$ cat src/rtl/adder_bist_pkg.sv
`default_nettype none
// +------------------------------------------------------------------+
// | Package : adder_bist_pkg                                         |
// | Purpose : Shared types and helpers for the adder BIST driver:    |
// |           FSM state encoding, LFSR feedback mask and the golden  |
// |           reference sum.                                         |
// | Rev     : 1.0  initial release                                   |
// +------------------------------------------------------------------+
package adder_bist_pkg;

   typedef enum logic [1:0] {
      IDLE  = 2'd0,
      RUN   = 2'd1,
      DRAIN = 2'd2,
      DONE  = 2'd3
   } bist_state_t;

   // Galois feedback mask, applied when the bit shifted out is 1
   localparam logic [31:0] LFSR_POLY = 32'h8020_0003;

   // Operand width the golden model is sized for
   localparam int ADD_W = 8;

   // Full-width reference: carry lands in the top bit, nothing is truncated
   function automatic logic [ADD_W:0] golden_add(input logic [ADD_W-1:0] a,
                                                  input logic [ADD_W-1:0] b,
                                                  input logic             cin);
      return {1'b0, a} + {1'b0, b} + {{ADD_W{1'b0}}, cin};
   endfunction

endpackage
`default_nettype wire

$ cat src/rtl/adder_8bit_bist_driver_if.sv
`default_nettype none
// +------------------------------------------------------------------+
// | Interface : adder_8bit_bist_driver_if                            |
// | Purpose   : Operand/result bus between the BIST driver and the   |
// |             adder under test.                                    |
// |   dut_a, dut_b, dut_cin : operands, driven by the BIST (master)  |
// |   dut_sum, dut_cout     : result, driven by the adder (slave)    |
// | Rev       : 1.0  initial release                                 |
// +------------------------------------------------------------------+
interface adder_8bit_bist_driver_if #(
   parameter int WIDTH = 8
);
   logic [WIDTH-1:0] dut_a;
   logic [WIDTH-1:0] dut_b;
   logic             dut_cin;
   logic [WIDTH-1:0] dut_sum;
   logic             dut_cout;

   modport master (
      output dut_a, dut_b, dut_cin,
      input  dut_sum, dut_cout
   );

   modport slave (
      input  dut_a, dut_b, dut_cin,
      output dut_sum, dut_cout
   );
endinterface
`default_nettype wire

$ cat src/rtl/adder_8bit_bist_driver_lfsr.sv
`default_nettype none
// +------------------------------------------------------------------+
// | Module  : bist_lfsr32                                            |
// | Purpose : 32-bit Galois LFSR vector source with seed reload.     |
// |   clk, rst_n : clock, async active-low reset (state <= SEED)     |
// |   i_load     : restart from SEED; o_vec shows SEED this cycle     |
// |   i_step     : advance one step                                   |
// |   o_vec      : low OUT_W bits of the vector being launched        |
// | Rev     : 1.0  initial release                                   |
// +------------------------------------------------------------------+
module bist_lfsr32
   import adder_bist_pkg::*;
#(
   parameter logic [31:0] SEED  = 32'hACE1_0001,
   parameter int          OUT_W = 17
) (
   input  wire logic             clk,
   input  wire logic             rst_n,
   input  wire logic             i_load,
   input  wire logic             i_step,
   output logic      [OUT_W-1:0] o_vec
);

   logic [31:0] r_lfsr;
   logic [31:0] w_cur;
   logic [31:0] w_nxt;

   // On load the seed itself is the vector launched this cycle, and the
   // register moves straight on to the state after it.
   assign w_cur = i_load ? SEED : r_lfsr;
   assign w_nxt = {1'b0, w_cur[31:1]} ^ (w_cur[0] ? LFSR_POLY : 32'h0);
   assign o_vec = w_cur[OUT_W-1:0];

   always_ff @(posedge clk or negedge rst_n) begin
      if (!rst_n) begin
         r_lfsr <= SEED;
      end else if (i_load || i_step) begin
         r_lfsr <= w_nxt;
      end
   end

endmodule
`default_nettype wire

$ cat src/rtl/adder_8bit_bist_driver.sv
`default_nettype none
// +------------------------------------------------------------------+
// | Module  : adder_8bit_bist_driver                                 |
// | Purpose : On-chip stimulus/checker for the 8-bit adder. Launches |
// |           one pseudo-random a/b/cin vector per cycle, compares   |
// |           the adder result LATENCY+1 edges later against a       |
// |           golden a+b+cin and counts mismatches.                  |
// |   clk, rst_n : clock, async active-low reset                     |
// |   start      : run request, honoured in IDLE/DONE only           |
// |   bus        : operand/result bus to the adder (master side)     |
// |   busy       : high in RUN/DRAIN                                 |
// |   done, pass : run finished / finished with zero errors          |
// |   vec_count  : vectors compared so far                           |
// |   err_count  : mismatches so far, saturating                     |
// | Rev     : 1.0  initial release                                   |
// +------------------------------------------------------------------+
module adder_8bit_bist_driver
   import adder_bist_pkg::*;
#(
   parameter int          WIDTH       = ADD_W,
   parameter int          NUM_VECTORS = 10000,
   parameter int          LATENCY     = 1,
   parameter int          CNT_W       = 16,
   parameter logic [31:0] SEED        = 32'hACE1_0001
) (
   input  wire logic             clk,
   input  wire logic             rst_n,
   input  wire logic             start,
   adder_8bit_bist_driver_if.master bus,
   output logic                  busy,
   output logic                  done,
   output logic                  pass,
   output logic      [CNT_W-1:0] vec_count,
   output logic      [CNT_W-1:0] err_count
);

   localparam logic [CNT_W-1:0] c_LAST    = CNT_W'(NUM_VECTORS - 1);
   localparam logic [CNT_W-1:0] c_ERR_MAX = '1;

   bist_state_t      r_state;
   bist_state_t      w_state_nxt;
   logic             w_load;
   logic             w_step;
   logic             w_launch;
   logic             w_finish;
   logic [2*WIDTH:0] w_vec;
   logic [WIDTH:0]   w_gold;

   logic [CNT_W-1:0] r_launch;
   logic [CNT_W-1:0] r_vec_cnt;
   logic [CNT_W-1:0] r_err_cnt;
   logic [CNT_W-1:0] w_err_nxt;
   logic             r_pass;

   logic [WIDTH-1:0] r_a;
   logic [WIDTH-1:0] r_b;
   logic             r_cin;

   // Expected-result delay line; stage LATENCY lines up with the adder output
   logic [WIDTH:0]   r_exp [LATENCY+1];
   logic [LATENCY:0] r_vld;
   logic             w_pending;
   logic             w_compare;
   logic             w_mismatch;

   bist_lfsr32 #(
      .SEED  (SEED),
      .OUT_W (2*WIDTH+1)
   ) u_lfsr (
      .clk    (clk),
      .rst_n  (rst_n),
      .i_load (w_load),
      .i_step (w_step),
      .o_vec  (w_vec)
   );

   assign w_gold = golden_add(w_vec[WIDTH-1:0], w_vec[2*WIDTH-1:WIDTH], w_vec[2*WIDTH]);

   // ---------------- FSM next state ----------------
   always_comb begin
      w_state_nxt = r_state;
      w_load      = 1'b0;
      w_step      = 1'b0;
      case (r_state)
         IDLE, DONE: begin
            if (start) begin
               w_load      = 1'b1;
               // A one-vector run has nothing left to launch after the start edge
               w_state_nxt = (NUM_VECTORS == 1) ? DRAIN : RUN;
            end
         end
         RUN: begin
            w_step = 1'b1;
            if (r_launch == c_LAST) begin
               w_state_nxt = DRAIN;
            end
         end
         DRAIN: begin
            if (!w_pending) begin
               w_state_nxt = DONE;
            end
         end
         default: w_state_nxt = IDLE;
      endcase
   end

   assign w_launch = w_load | w_step;

   // Entries still in flight ahead of the compare stage; once none remain,
   // the compare happening at this edge is the last one.
   always_comb begin
      w_pending = 1'b0;
      for (int i = 0; i < LATENCY; i++) begin
         w_pending = w_pending | r_vld[i];
      end
   end

   assign w_finish   = (r_state == DRAIN) && !w_pending;
   assign w_compare  = r_vld[LATENCY];
   // Case inequality so that X/Z on the adder outputs counts as an error
   assign w_mismatch = w_compare && ({bus.dut_cout, bus.dut_sum} !== r_exp[LATENCY]);

   always_comb begin
      w_err_nxt = r_err_cnt;
      if (w_mismatch && (r_err_cnt != c_ERR_MAX)) begin
         w_err_nxt = r_err_cnt + CNT_W'(1);
      end
   end

   // ---------------- state, operands, counters ----------------
   always_ff @(posedge clk or negedge rst_n) begin
      if (!rst_n) begin
         r_state   <= IDLE;
         r_launch  <= '0;
         r_vec_cnt <= '0;
         r_err_cnt <= '0;
         r_pass    <= 1'b0;
         r_a       <= '0;
         r_b       <= '0;
         r_cin     <= 1'b0;
      end else begin
         r_state <= w_state_nxt;
         if (w_launch) begin
            r_a   <= w_vec[WIDTH-1:0];
            r_b   <= w_vec[2*WIDTH-1:WIDTH];
            r_cin <= w_vec[2*WIDTH];
         end
         if (w_load) begin
            r_launch  <= CNT_W'(1);
            r_vec_cnt <= '0;
            r_err_cnt <= '0;
            r_pass    <= 1'b0;
         end else begin
            if (w_step) begin
               r_launch <= r_launch + CNT_W'(1);
            end
            if (w_compare) begin
               r_vec_cnt <= r_vec_cnt + CNT_W'(1);
            end
            r_err_cnt <= w_err_nxt;
            if (w_finish) begin
               r_pass <= (w_err_nxt == '0);
            end
         end
      end
   end

   // ---------------- expected-result delay line ----------------
   always_ff @(posedge clk or negedge rst_n) begin
      if (!rst_n) begin
         for (int i = 0; i <= LATENCY; i++) begin
            r_vld[i] <= 1'b0;
            r_exp[i] <= '0;
         end
      end else begin
         r_vld[0] <= w_launch;
         if (w_launch) begin
            r_exp[0] <= w_gold;
         end
         for (int i = 1; i <= LATENCY; i++) begin
            r_vld[i] <= r_vld[i-1];
            r_exp[i] <= r_exp[i-1];
         end
      end
   end

   assign bus.dut_a   = r_a;
   assign bus.dut_b   = r_b;
   assign bus.dut_cin = r_cin;
   assign busy        = (r_state == RUN) || (r_state == DRAIN);
   assign done        = (r_state == DONE);
   assign pass        = r_pass;
   assign vec_count   = r_vec_cnt;
   assign err_count   = r_err_cnt;

endmodule
`default_nettype wire

$ cat src/flat_wrapper.sv
// flat-port wrapper written by rule: the top's interface ports become plain ports
module adder_8bit_bist_driver_flat import adder_bist_pkg::*;
#(
   parameter int          WIDTH       = ADD_W,
   parameter int          NUM_VECTORS = 10000,
   parameter int          LATENCY     = 1,
   parameter int          CNT_W       = 16,
   parameter logic [31:0] SEED        = 32'hACE1_0001
)
  (clk, rst_n, start, busy, done, pass, vec_count, err_count, bus_dut_a, bus_dut_b, bus_dut_cin, bus_dut_sum, bus_dut_cout);
  adder_8bit_bist_driver_if #(.WIDTH(WIDTH)) bus_i ();
  input  wire logic clk;
  input  wire logic rst_n;
  input  wire logic start;
  output logic busy;
  output logic done;
  output logic pass;
  output logic      [CNT_W-1:0] vec_count;
  output logic      [CNT_W-1:0] err_count;
  output wire logic [$bits(bus_i.dut_a)-1:0] bus_dut_a;
  output wire logic [$bits(bus_i.dut_b)-1:0] bus_dut_b;
  output wire logic [$bits(bus_i.dut_cin)-1:0] bus_dut_cin;
  input wire logic [$bits(bus_i.dut_sum)-1:0] bus_dut_sum;
  input wire logic [$bits(bus_i.dut_cout)-1:0] bus_dut_cout;
  assign bus_dut_a = bus_i.dut_a;
  assign bus_dut_b = bus_i.dut_b;
  assign bus_dut_cin = bus_i.dut_cin;
  assign bus_i.dut_sum = bus_dut_sum;
  assign bus_i.dut_cout = bus_dut_cout;
  adder_8bit_bist_driver #(.WIDTH(WIDTH), .NUM_VECTORS(NUM_VECTORS), .LATENCY(LATENCY), .CNT_W(CNT_W), .SEED(SEED)) u_core (.clk(clk), .rst_n(rst_n), .start(start), .bus(bus_i), .busy(busy), .done(done), .pass(pass), .vec_count(vec_count), .err_count(err_count));
endmodule
$ cat config.mk
export PLATFORM = sky130hd
export DESIGN_NAME = adder_8bit_bist_driver_flat
export DESIGN_NICKNAME = d
export VERILOG_FILES = /design/src/rtl/adder_bist_pkg.sv /design/src/rtl/adder_8bit_bist_driver_if.sv /design/src/rtl/adder_8bit_bist_driver_lfsr.sv /design/src/rtl/adder_8bit_bist_driver.sv /design/src/flat_wrapper.sv
export SDC_FILE = /design/constraint.sdc
export NUM_CORES = 1
export LEC_CHECK = 0
export CAP_MARGIN = 10
export CORE_MARGIN = 8
export CORE_UTILIZATION = 60
export CTS_CLUSTER_SIZE = 8
export DETAILED_ROUTE_END_ITERATION = 10
export PLACE_DENSITY = 0.84
export SYNTH_ARGS = -nofsm -noshare
export SYNTH_HDL_FRONTEND = slang
export SYNTH_HIERARCHICAL = 1
export SYNTH_SLANG_ARGS = --single-unit
$ cat constraint.sdc
create_clock -name clk -period 6.2 [get_ports clk]
set_clock_uncertainty 0.15 [all_clocks]
set_input_delay 0.62 -clock clk [delete_from_list [all_inputs] [get_ports clk]]
set_output_delay 0.62 -clock clk [all_outputs]
set_load 0.005 [all_outputs]
Word-level counts from Yosys, hierarchy flattened:

Index checks and enable logic that the tools add are counted.

* add/subtract/negate cells: 5
* equality and inequality tests: 9
* muxes and demuxes: 17
* bitwise logic cells: 2
* reduce and logical (&&, ||, !) cells: 13

Operators with widths (number)
* $mux 16: 6
* $mux 32: 2
* $add 16x1->16 const B: 3
* $xor 31x32->32: 1
* $eq 16x14->1 const B: 1
* $logic_not 16->1: 1
* $ne 16x16->1 const B: 1
* $add 8x8->9: 1
* $add 9x1->9: 1
* $nex 9x9->1: 1
* $mux 2: 3
* $pmux 2 s3: 1
* $reduce_bool 2->1: 3
* $mux 1: 5
* $eq 2x2->1 const B: 2
* $ne 2x2->1 const B: 2
* $logic_and 1x1->1: 3
* $reduce_and 3->1: 1
* $eq 2x1->1 const B: 1
* $logic_not 2->1: 1
* $logic_or 1x1->1: 2
* $ne 2x1->1 const B: 1
* $reduce_or 2->1: 1
* $logic_not 1->1: 1
* $or 1x1->1: 1

* flip-flop bits (word level): 120
* output and inout bits: 52
* logic and storage cells: 58

Depth between registers and ports, before layout:

Gate-level depths: netlist of the first run.

* word-level depth: 7
* depth in mapped cells: 20
* mapped depth without buffers: 16

By module:

The synthesis of the first run kept the hierarchy.

Modules (own cells, without submodules)
* adder_8bit_bist_driver: instances 1, cells each 465, area an instance 4468.0 um2, seq. area each 2202.1 um2
* bist_lfsr32: instances 1, cells each 142, area an instance 1582.8 um2, seq. area each 812.0 um2

Least setup slack after synthesis of the first run:

OpenSTA, ideal clock, no wires.

* path kind: reg2reg
* start point: register u_core.r_state[0]
* end point: register u_core/r_exp[17] in the netlist's numbering
* arrival: 3426 ps
* data required time: 5913 ps
* setup slack: 2487 ps
* stages on the path, launching flop included: 21
* path buffers: 4
* path through: dfrtp_1 inv_1 ha_1 and2_1 clkbuf_1 clkbuf_1 buf_2 or2_2 buf_4 inv_1 fa_1 inv_1 fa_1 nand2_1 nand2_1 a21oi_1 o21ai_0 a21oi_1 o21ai_0 a21oi_1 a21oi_1

* longest elaborated chain between the ends: 6

Ends and longest elaborated chain
* from (decl): RTL line adder_8bit_bist_driver.sv:40 `bist_state_t r_state;`
* from (signal assigned): RTL line adder_8bit_bist_driver.sv:142 `r_state <= w_state_nxt;`
* $eq 2x2->1 / $logic_not 2->1 (equally long branches): RTL line adder_8bit_bist_driver.sv:84 `case (r_state)`
* $reduce_or 2->1 (*): RTL line adder_8bit_bist_driver.sv:84
* $mux 1 (*): RTL line adder_8bit_bist_driver.sv:84
* via u_core.w_load: RTL line adder_8bit_bist_driver.sv:42 `logic w_load;`
* $mux 32 (*): RTL line adder_8bit_bist_driver_lfsr.sv:30 `assign w_cur = i_load ? SEED : r_lfsr;`
* via u_core.u_lfsr.w_cur[0]: RTL line adder_8bit_bist_driver_lfsr.sv:25 `logic [31:0] w_cur;`
* $add 8x8->9 (*): RTL line adder_bist_pkg.sv:28 `return {1'b0, a} + {1'b0, b} + {{ADD_W{1'b0}}, cin};`
* $add 9x1->9 (*): RTL line adder_bist_pkg.sv:28
* to (signal, indexed assignment): RTL line adder_8bit_bist_driver.sv:182 `r_exp[i] <= r_exp[i-1];`
* to (decl): RTL line adder_8bit_bist_driver.sv:60 `logic [WIDTH:0] r_exp [LATENCY+1];`

The timed path passes the listed nets; every way through them passes the cells marked *.
A chain may end at the register's enable or synchronous reset.

Worst setup path in the final report of the first run:

* start point: register u_core.r_state[0]
* end point: register u_core/r_exp[17] in the netlist's numbering

* longest elaborated chain between the ends: 6

Ends and longest elaborated chain
* $eq 2x2->1 / $logic_not 2->1 (equally long branches): RTL line adder_8bit_bist_driver.sv:84
* $reduce_or 2->1 (*): RTL line adder_8bit_bist_driver.sv:84
* $mux 1 (*): RTL line adder_8bit_bist_driver.sv:84
* $mux 32 (*): RTL line adder_8bit_bist_driver_lfsr.sv:30
* via u_core.w_vec[0]: RTL line adder_8bit_bist_driver.sv:46 `logic [2*WIDTH:0] w_vec;`
* $add 8x8->9 (*): RTL line adder_bist_pkg.sv:28
* $add 9x1->9 (*): RTL line adder_bist_pkg.sv:28

Marks and branches as above.

==> flow_metrics.tcl, run 1 <==
set metrics [dict create \
    grt_use_total_pct 20.7 \
    syn_avg_cell_area_um2 9.97 \
    rows 36 \
    hold_path_end "u_core/r_exp[1]$_DFF_PN0_" \
    synthTopCellsByCount "dfrtp_1 (111), nand2_1 (86), nor2_1 (81)" \
    synth_area_leaders "dfrtp_1 (46%), mux2i_1 (6.0%), nand2_1 (5.3%)" \
    yosysSeqAreaShare_pct 49.8 \
    hold_viol_final 0 \
    critPathRequiredTime_ps 6400 \
    path_cells "inv_1, ha_1, and2_2, or2_2, inv_1, fa_1, inv_1, fa_1, nand2_1, nand2_1, a21oi_1, o21ai_0, a21oi_1, o21ai_0, a21oi_1, a21oi_1" \
    ant_nets 0 \
    holdPathStages 0 \
    first_iter_violations 334 \
    syn2layout_area_growth_pct 18.2 \
    crit_path_top_delay_cell "dfrtp_1" \
    io_pins 64 \
    first_pass_iters 5 \
    htree_levels 4 \
    clock_sinks 120 \
    async_flop_share_pct 100 \
    ys.flop_type "dfrtp_1" \
    max_slew_margin_pct 35.0 \
    setup-tns-final_ps 0 \
    max_stage_delay_ps 420 \
    yosysWarnings 6 \
    worstSetupStartpointType "flop" \
    ys_types 55 \
    finalCriticalPeriod_ps 3680 \
    core_um2 9770 \
    cts-resized-gates 0 \
    portBuffers 63 \
    path_buf_inv 3 \
    syn-instance-count 607 \
    critPathTopFamily "compound AO/OA/AOI/OAI gates" \
    vias 4533 \
    synth_top_area_share_pct 45.9 \
    synth.largest_area_cell "dfrtp_1" \
    start_util_pct 61.9 \
    peakVddDrop_uv 295 \
    drive_gt1_share_pct 10.3 \
    rr_startpoint "u_core/r_state[0]$_DFFE_PN0P_" \
    setup_slack_ps 2520 \
    numCtsBuffers 17 \
    die_h_um 116 \
    power_leakage_nw 3.20 \
    grt.overflow.total 0 \
    wirelength_um 13400 \
    die_area_um2 13600 \
    avgRoutedWirePerCell_um 16.8 \
    antenna_cells 0 \
    period_share_pct 59.4 \
    grt_max_degree 82 \
    grt_pass1_vias 4592 \
    min_from "u_core/r_exp[10]$_DFFE_PN0P_" \
    status "completed" \
    finalWeightedCongestion 0.821 \
    antenna_found_initial 0 \
    r2r_end "u_core/r_exp[17]$_DFFE_PN0P_" \
    rsz0062_at_grt "no" \
    post-place-ws_ps 2300 \
    synth_most_common_cell "dfrtp_1" \
    power-per-cell-area_nw_per_um2 422 \
    synth_seq_cells 120 \
    cts.clk_slew.worst_paths_ps 60 \
    crit_path_end_kind "flop" \
    insertion_delay_ps 510 \
    crit_type "reg -> reg" \
    cts_root_buf "clkbuf_8" \
    synth_edf_count 0 \
    synth_nets 635 \
    power_mw 3.02 \
    reg2reg_slack_ps 2520 \
    fin_nets 679 \
    crit_top_cell "a21oi_1" \
    drc_errors 0 \
    maxCapViolations 0 \
    critical_path_arrival_ps 3880 \
    report.final.slew_viol_count 0 \
    hp-class "reg -> reg" \
    clock_path_buffers 2 \
    dpl.hpwl_um 8740 \
    finalSetupViolations 0 \
    fmax_mhz 272 \
    worst_pin_slew_ps 975 \
    via_per_inst 5.69 \
    cts_tree "yes" \
    fp.dieW_um 116 \
    worstPathMaxFanout 30 \
    grt_pass1_wl_um 21900 \
    r2r_cells 16 \
    syn_area_um2 6050 \
]
## per-stage QoR
| step | cells | hold WS [ps] | util, % | cell area [um2] |
|---|---|---|---|---|
| finish | 796 | 231 | 73.1 | 7150 |
| global route | 796 | 246 | 73.1 | 7150 |
| CTS | 796 | 233 | 73.1 | 7150 |
| detailed placement | 764 | 221 | 67.5 | 6590 |
| global placement | 764 | 215 | 67.5 | 6590 |
| floorplan | 607 | 174 | - | 6050 |
## placed cells by master (no fill, tap or decap), types with 3 or more instances in the layout
| cell | instances |
|---|---|
| clkinv_2 | 3 |
| nand4_1 | 14 |
| or2_2 | 3 |
| clkbuf_8 | 3 |
| clkinvlp_4 | 5 |
| clkbuf_16 | 16 |
| nor2_1 | 80 |
| xor2_1 | 29 |
| nor2b_1 | 18 |
| nand3_1 | 15 |
| buf_4 | 5 |
| or3_1 | 7 |
| dfrtp_1 | 111 |
| inv_1 | 15 |
| and3_1 | 16 |
| nor3b_1 | 3 |
| a21oi_1 | 15 |
| clkdlybuf4s50_1 | 62 |
| ha_1 | 13 |
| xnor2_1 | 25 |
| nor3_1 | 7 |
| nand2_1 | 86 |
| o21ai_0 | 19 |
| mux2i_1 | 36 |
| dfstp_2 | 9 |
## layer usage
metal | routed length [um] | up-vias | global-route usage (%)
met5 | 0 | - | 0
met3 | 675 | 32 | 4.86
met2 | 6820 | 143 | 35.6
met1 | 5530 | 2260 | 24.0
met4 | 330 | 0 | 9.94
li1 | - | 2098 | -
## area by class of cell
| type | instances | area (um2) |
|---|---|---|
| fillers | 673 | 2630 |
| multi-input cells | 428 | 2700 |
| clock buffers | 20 | 445 |
| inverters | 16 | 60.1 |
| clock inverters | 11 | 100 |
| repair buffers | 68 | 668 |
| flip-flops and latches | 120 | 3010 |
| well taps | 133 | 166 |
## state kept, by name (all words and copies together), names as in the netlist
name	flops
u_core/bus.dut_a	8
u_core/bus.dut_b	8
u_core/bus.dut_cin	1
u_core/err_count	16
u_core/pass	1
u_core/r_exp	18
u_core/r_launch	16
u_core/r_state	2
u_core/r_vld	2
u_core/u_lfsr/r_lfsr	32
u_core/vec_count	16
## cells by family (layout without fill, tap and decap cells)
kind of cell	Yosys count	count (layout)	synth area share, %
AND/OR/NAND/NOR	272	272	21.7
flip-flops	120	120	49.8
buffers and inverters	59	115	5.75
XOR/XNOR	54	54	7.82
AO/OA/AOI/OAI	50	50	5.42
multiplexers	36	36	5.96
adder cells (fa/ha/maj)	16	16	3.56
## worst reg2reg max path, cell delays in order (launching register included)
cell and delay (ps):
dfrtp_1 420, inv_1 60, ha_1 300, and2_2 380, or2_2 370, inv_1 90, fa_1 200, inv_1 60
fa_1 400, nand2_1 90, nand2_1 50, a21oi_1 200, o21ai_0 130, a21oi_1 240, o21ai_0 120, a21oi_1 170
a21oi_1 80
## report_power, final
part           switching [mW]  internal [mW]
Clock                   0.343          0.548
Sequential              0.156          0.984
Combinational           0.592          0.395
Total                    1.09           1.93
## how the worst max path moves through the flow
stage                                  start                      endpoint  slack [ps]  cells after the start
2_1_floorplan  u_core/r_state[0]$_DFFE_PN0P_  u_core/r_exp[17]$_DFFE_PN0P_        2490                     20
3_3_place_gp                           start  u_core/r_exp[17]$_DFFE_PN0P_        2400                     15
3_5_place_dp                           start  u_core/r_exp[17]$_DFFE_PN0P_        2300                     15
4_1_cts        u_core/r_state[0]$_DFFE_PN0P_  u_core/r_exp[17]$_DFFE_PN0P_        2520                     16
5_1_grt        u_core/r_state[0]$_DFFE_PN0P_  u_core/r_exp[17]$_DFFE_PN0P_        2210                     16
6_report       u_core/r_state[0]$_DFFE_PN0P_  u_core/r_exp[17]$_DFFE_PN0P_        2520                     16
## repair_timing
item / 4_1_cts / 5_1_grt
hold endpoints to repair: 31 / 0
buffers inserted: 0 / 0
hold buffers: 1 / 0
Note: power is estimated with default switching activity, not from simulation.
==> inputs of run 2 (changes only) <==
--- a/config.mk
+++ b/config.mk
@@ -7,10 +7,10 @@
 export LEC_CHECK = 0
 export CAP_MARGIN = 10
 export CORE_MARGIN = 8
-export CORE_UTILIZATION = 60
+export CORE_UTILIZATION = 52
 export CTS_CLUSTER_SIZE = 8
 export DETAILED_ROUTE_END_ITERATION = 10
-export PLACE_DENSITY = 0.84
+export PLACE_DENSITY = 0.77
 export SYNTH_ARGS = -nofsm -noshare
 export SYNTH_HDL_FRONTEND = slang
 export SYNTH_HIERARCHICAL = 1
==> constraint.sdc (replaced) <==
create_clock -name clk -period 3.15 [get_ports clk]
set_clock_uncertainty 0.15 [all_clocks]
set_input_delay 0.315 -clock clk [delete_from_list [all_inputs] [get_ports clk]]
set_output_delay 0.315 -clock clk [all_outputs]
set_load 0.005 [all_outputs]
==> run 2 against run 1 <==
Against the previous run:
- routed wire length decreased by 2.1%
- via count shrank 1.3%
- fmax grew 26%
- worst setup slack lost 2300 ps
- register-to-register slack worse by 2300 ps
- power rose by 110%
- cell area up 2.5%
- clock-buffer cell count is 3 higher
- global-route usage shrank 3.1 points
- utilization decreased by 8.7 points
- clock power increased by 130%
- critical path type unchanged
- largest cell class unchanged
- highest routed layer unchanged
==> flow_metrics.tcl, run 2 (synthesis gave the netlist of run 1 again) <==
set metrics [dict create \
    status "completed" \
    peakVddDrop_uv 656 \
    worst_pin_slew_ps 821 \
    r2r_cells 15 \
    first_iter_violations 390 \
    die_area_um2 15300 \
    finalWeightedCongestion 0.850 \
    period_share_pct 92.5 \
    htree_levels 4 \
    drive_gt1_share_pct 12.3 \
    vias 4472 \
    max_flop_register "u_core/u_lfsr/r_lfsr" \
    critPathRequiredTime_ps 3280 \
    worstSetupStartpointType "flop" \
    cts.clk_slew.worst_paths_ps 50 \
    hp-class "reg -> reg" \
    portBuffers 63 \
    multi_input_area_um2 2720 \
    top_usage_layer "met2" \
    finalCriticalPeriod_ps 2910 \
    holdPathStages 0 \
    drc_errors 0 \
    clock_sinks 120 \
    worstPathMaxFanout 8 \
    final_cell_mix "dfrtp_1 (111), nand2_1 (86), nor2_1 (80)" \
    hold_viol_final 0 \
    top_regs "u_core/u_lfsr/r_lfsr: 32 flops, u_core/r_exp: 18 flops" \
    r2r_end "u_core/r_exp[17]$_DFFE_PN0P_" \
    crit_path_end_kind "flop" \
    grtUsageMet1_pct 21.2 \
    insertion_delay_ps 410 \
    filler_cell_count 890 \
    seqCellArea_um2 3010 \
    avgRoutedWirePerCell_um 16.1 \
    reg2reg_slack_ps 240 \
    power-per-cell-area_nw_per_um2 859 \
    antenna_found_initial 0 \
    grt_pass1_vias 4496 \
    finalSetupViolations 0 \
    first_pass_iters 5 \
    cts_tree "yes" \
    critical_path_arrival_ps 3050 \
    antenna_cells 0 \
    finalInstanceArea_um2 7330 \
    rsz0062_at_grt "no" \
    via_per_inst 5.51 \
    hold_path_end "u_core/r_exp[7]$_DFF_PN0_" \
    syn2layout_area_growth_pct 21.2 \
    max_slew_margin_pct 45.3 \
    rr_startpoint "u_core/r_state[1]$_DFFE_PN0P_" \
    setup-tns-final_ps 0 \
    start_util_pct 53.2 \
    power_leakage_nw 3.29 \
    wirelength_um 13100 \
    ant_nets 0 \
    gr-usage-met3_pct 5.17 \
    crit_type "reg -> reg" \
    cts_root_buf "clkbuf_16" \
    rows 39 \
    setup_slack_ps 236 \
    maxCapViolations 0 \
    fmax_mhz 343 \
    grt_use_total_pct 17.6 \
    numCtsBuffers 17 \
    final_common_cell "dfrtp_1" \
    io_pins 64 \
    grt.overflow.total 0 \
    final_cells 812 \
    largest_reg_flops 32 \
    core_um2 11400 \
    dpl.hpwl_um 8690 \
    fin_nets 685 \
    grt_pass1_wl_um 21400 \
    report.final.slew_viol_count 0 \
    post-place-ws_ps 21.3 \
    die_h_um 124 \
    post_dp_cell_area_um2 6680 \
    fp.dieW_um 124 \
    clock_path_buffers 2 \
    post-place-cells 779 \
    min_from "u_core/r_exp[16]$_DFFE_PN0P_" \
    grt_max_degree 64 \
    use_met2_pct 30.0 \
]
[run 2: cell count changes in the layout (fill, tap and decap cells not counted), moves of 3 or more]
cell,delta
buf_4,+5
clkinvlp_4,-4
o21ai_0,-4
o21ai_1,+4
inv_1,-3
bufinv_16,+3
[run 2: worst max-delay path by stage]
stage / startpoint / to / slack (ps)
2_1_floorplan: u_core/r_state[0]$_DFFE_PN0P_ / u_core/r_exp[17]$_DFFE_PN0P_ / -120
3_3_place_gp: start / u_core/r_exp[17]$_DFFE_PN0P_ / 120
3_5_place_dp: start / u_core/r_exp[16]$_DFFE_PN0P_ / 20
4_1_cts: u_core/r_state[0]$_DFFE_PN0P_ / u_core/r_exp[16]$_DFFE_PN0P_ / 10
5_1_grt: u_core/r_state[1]$_DFFE_PN0P_ / u_core/r_exp[17]$_DFFE_PN0P_ / 50
6_report: u_core/r_state[1]$_DFFE_PN0P_ / u_core/r_exp[17]$_DFFE_PN0P_ / 240
[run 2: report_power, final]
group	leakage, nW	internal (mW)	switching [mW]	total [mW]
sequential	1.56	1.94	0.294	2.23
clock	0.309	1.40	0.654	2.05
combinational	1.42	0.847	1.17	2.02
total	3.29	4.18	2.12	6.30
[run 2: critical path, cell delays in order, from the launching register on]
cell and delay (ps):
dfrtp_1 400, ha_1 320, and2_4 180, or2_4 240, inv_4 60, fa_2 210, inv_2 50, fa_2 360
nand2_1 80, nand2_1 60, a21oi_2 150, o21ai_1 100, a21oi_2 150, o21ai_1 90, a21oi_1 130, a21oi_1 80
[run 2: per-stage QoR]
stage	hold WS [ps]	power, mW	utilization [%]
finish	230	6.30	64.5
global placement	210	4.14	58.7
floorplan	-131	3.76	-
CTS	229	6.33	64.4
detailed placement	220	4.22	58.7
global route	237	6.66	64.5
[run 2: metal layers]
layer,vias to the layer above,routed length [um]
met4,0,123
met5,-,0
met1,2199,5540
li1,2105,-
met2,149,6530
met3,19,887
[run 2: what timing repair did]
item | CTS | global route
setup buffers | 0 | 1
pin swaps | 0 | 0
endpoints found under the hold margin | 62 | 0
hold buffers | 1 | 0
gates resized for setup | 1 | 4
endpoints found under the setup margin | 1 | 3
[run 2: area by class of cell]
| class | instances | area share [%] |
|---|---|---|
| flip-flops and latches | 120 | 41.1 |
| multi-input cells | 428 | 37.1 |
| repair buffers | 74 | 9.90 |
| clock buffers | 23 | 6.66 |
| well taps | 143 | 2.44 |
| clock inverters | 8 | 1.95 |
| inverters | 16 | 0.853 |
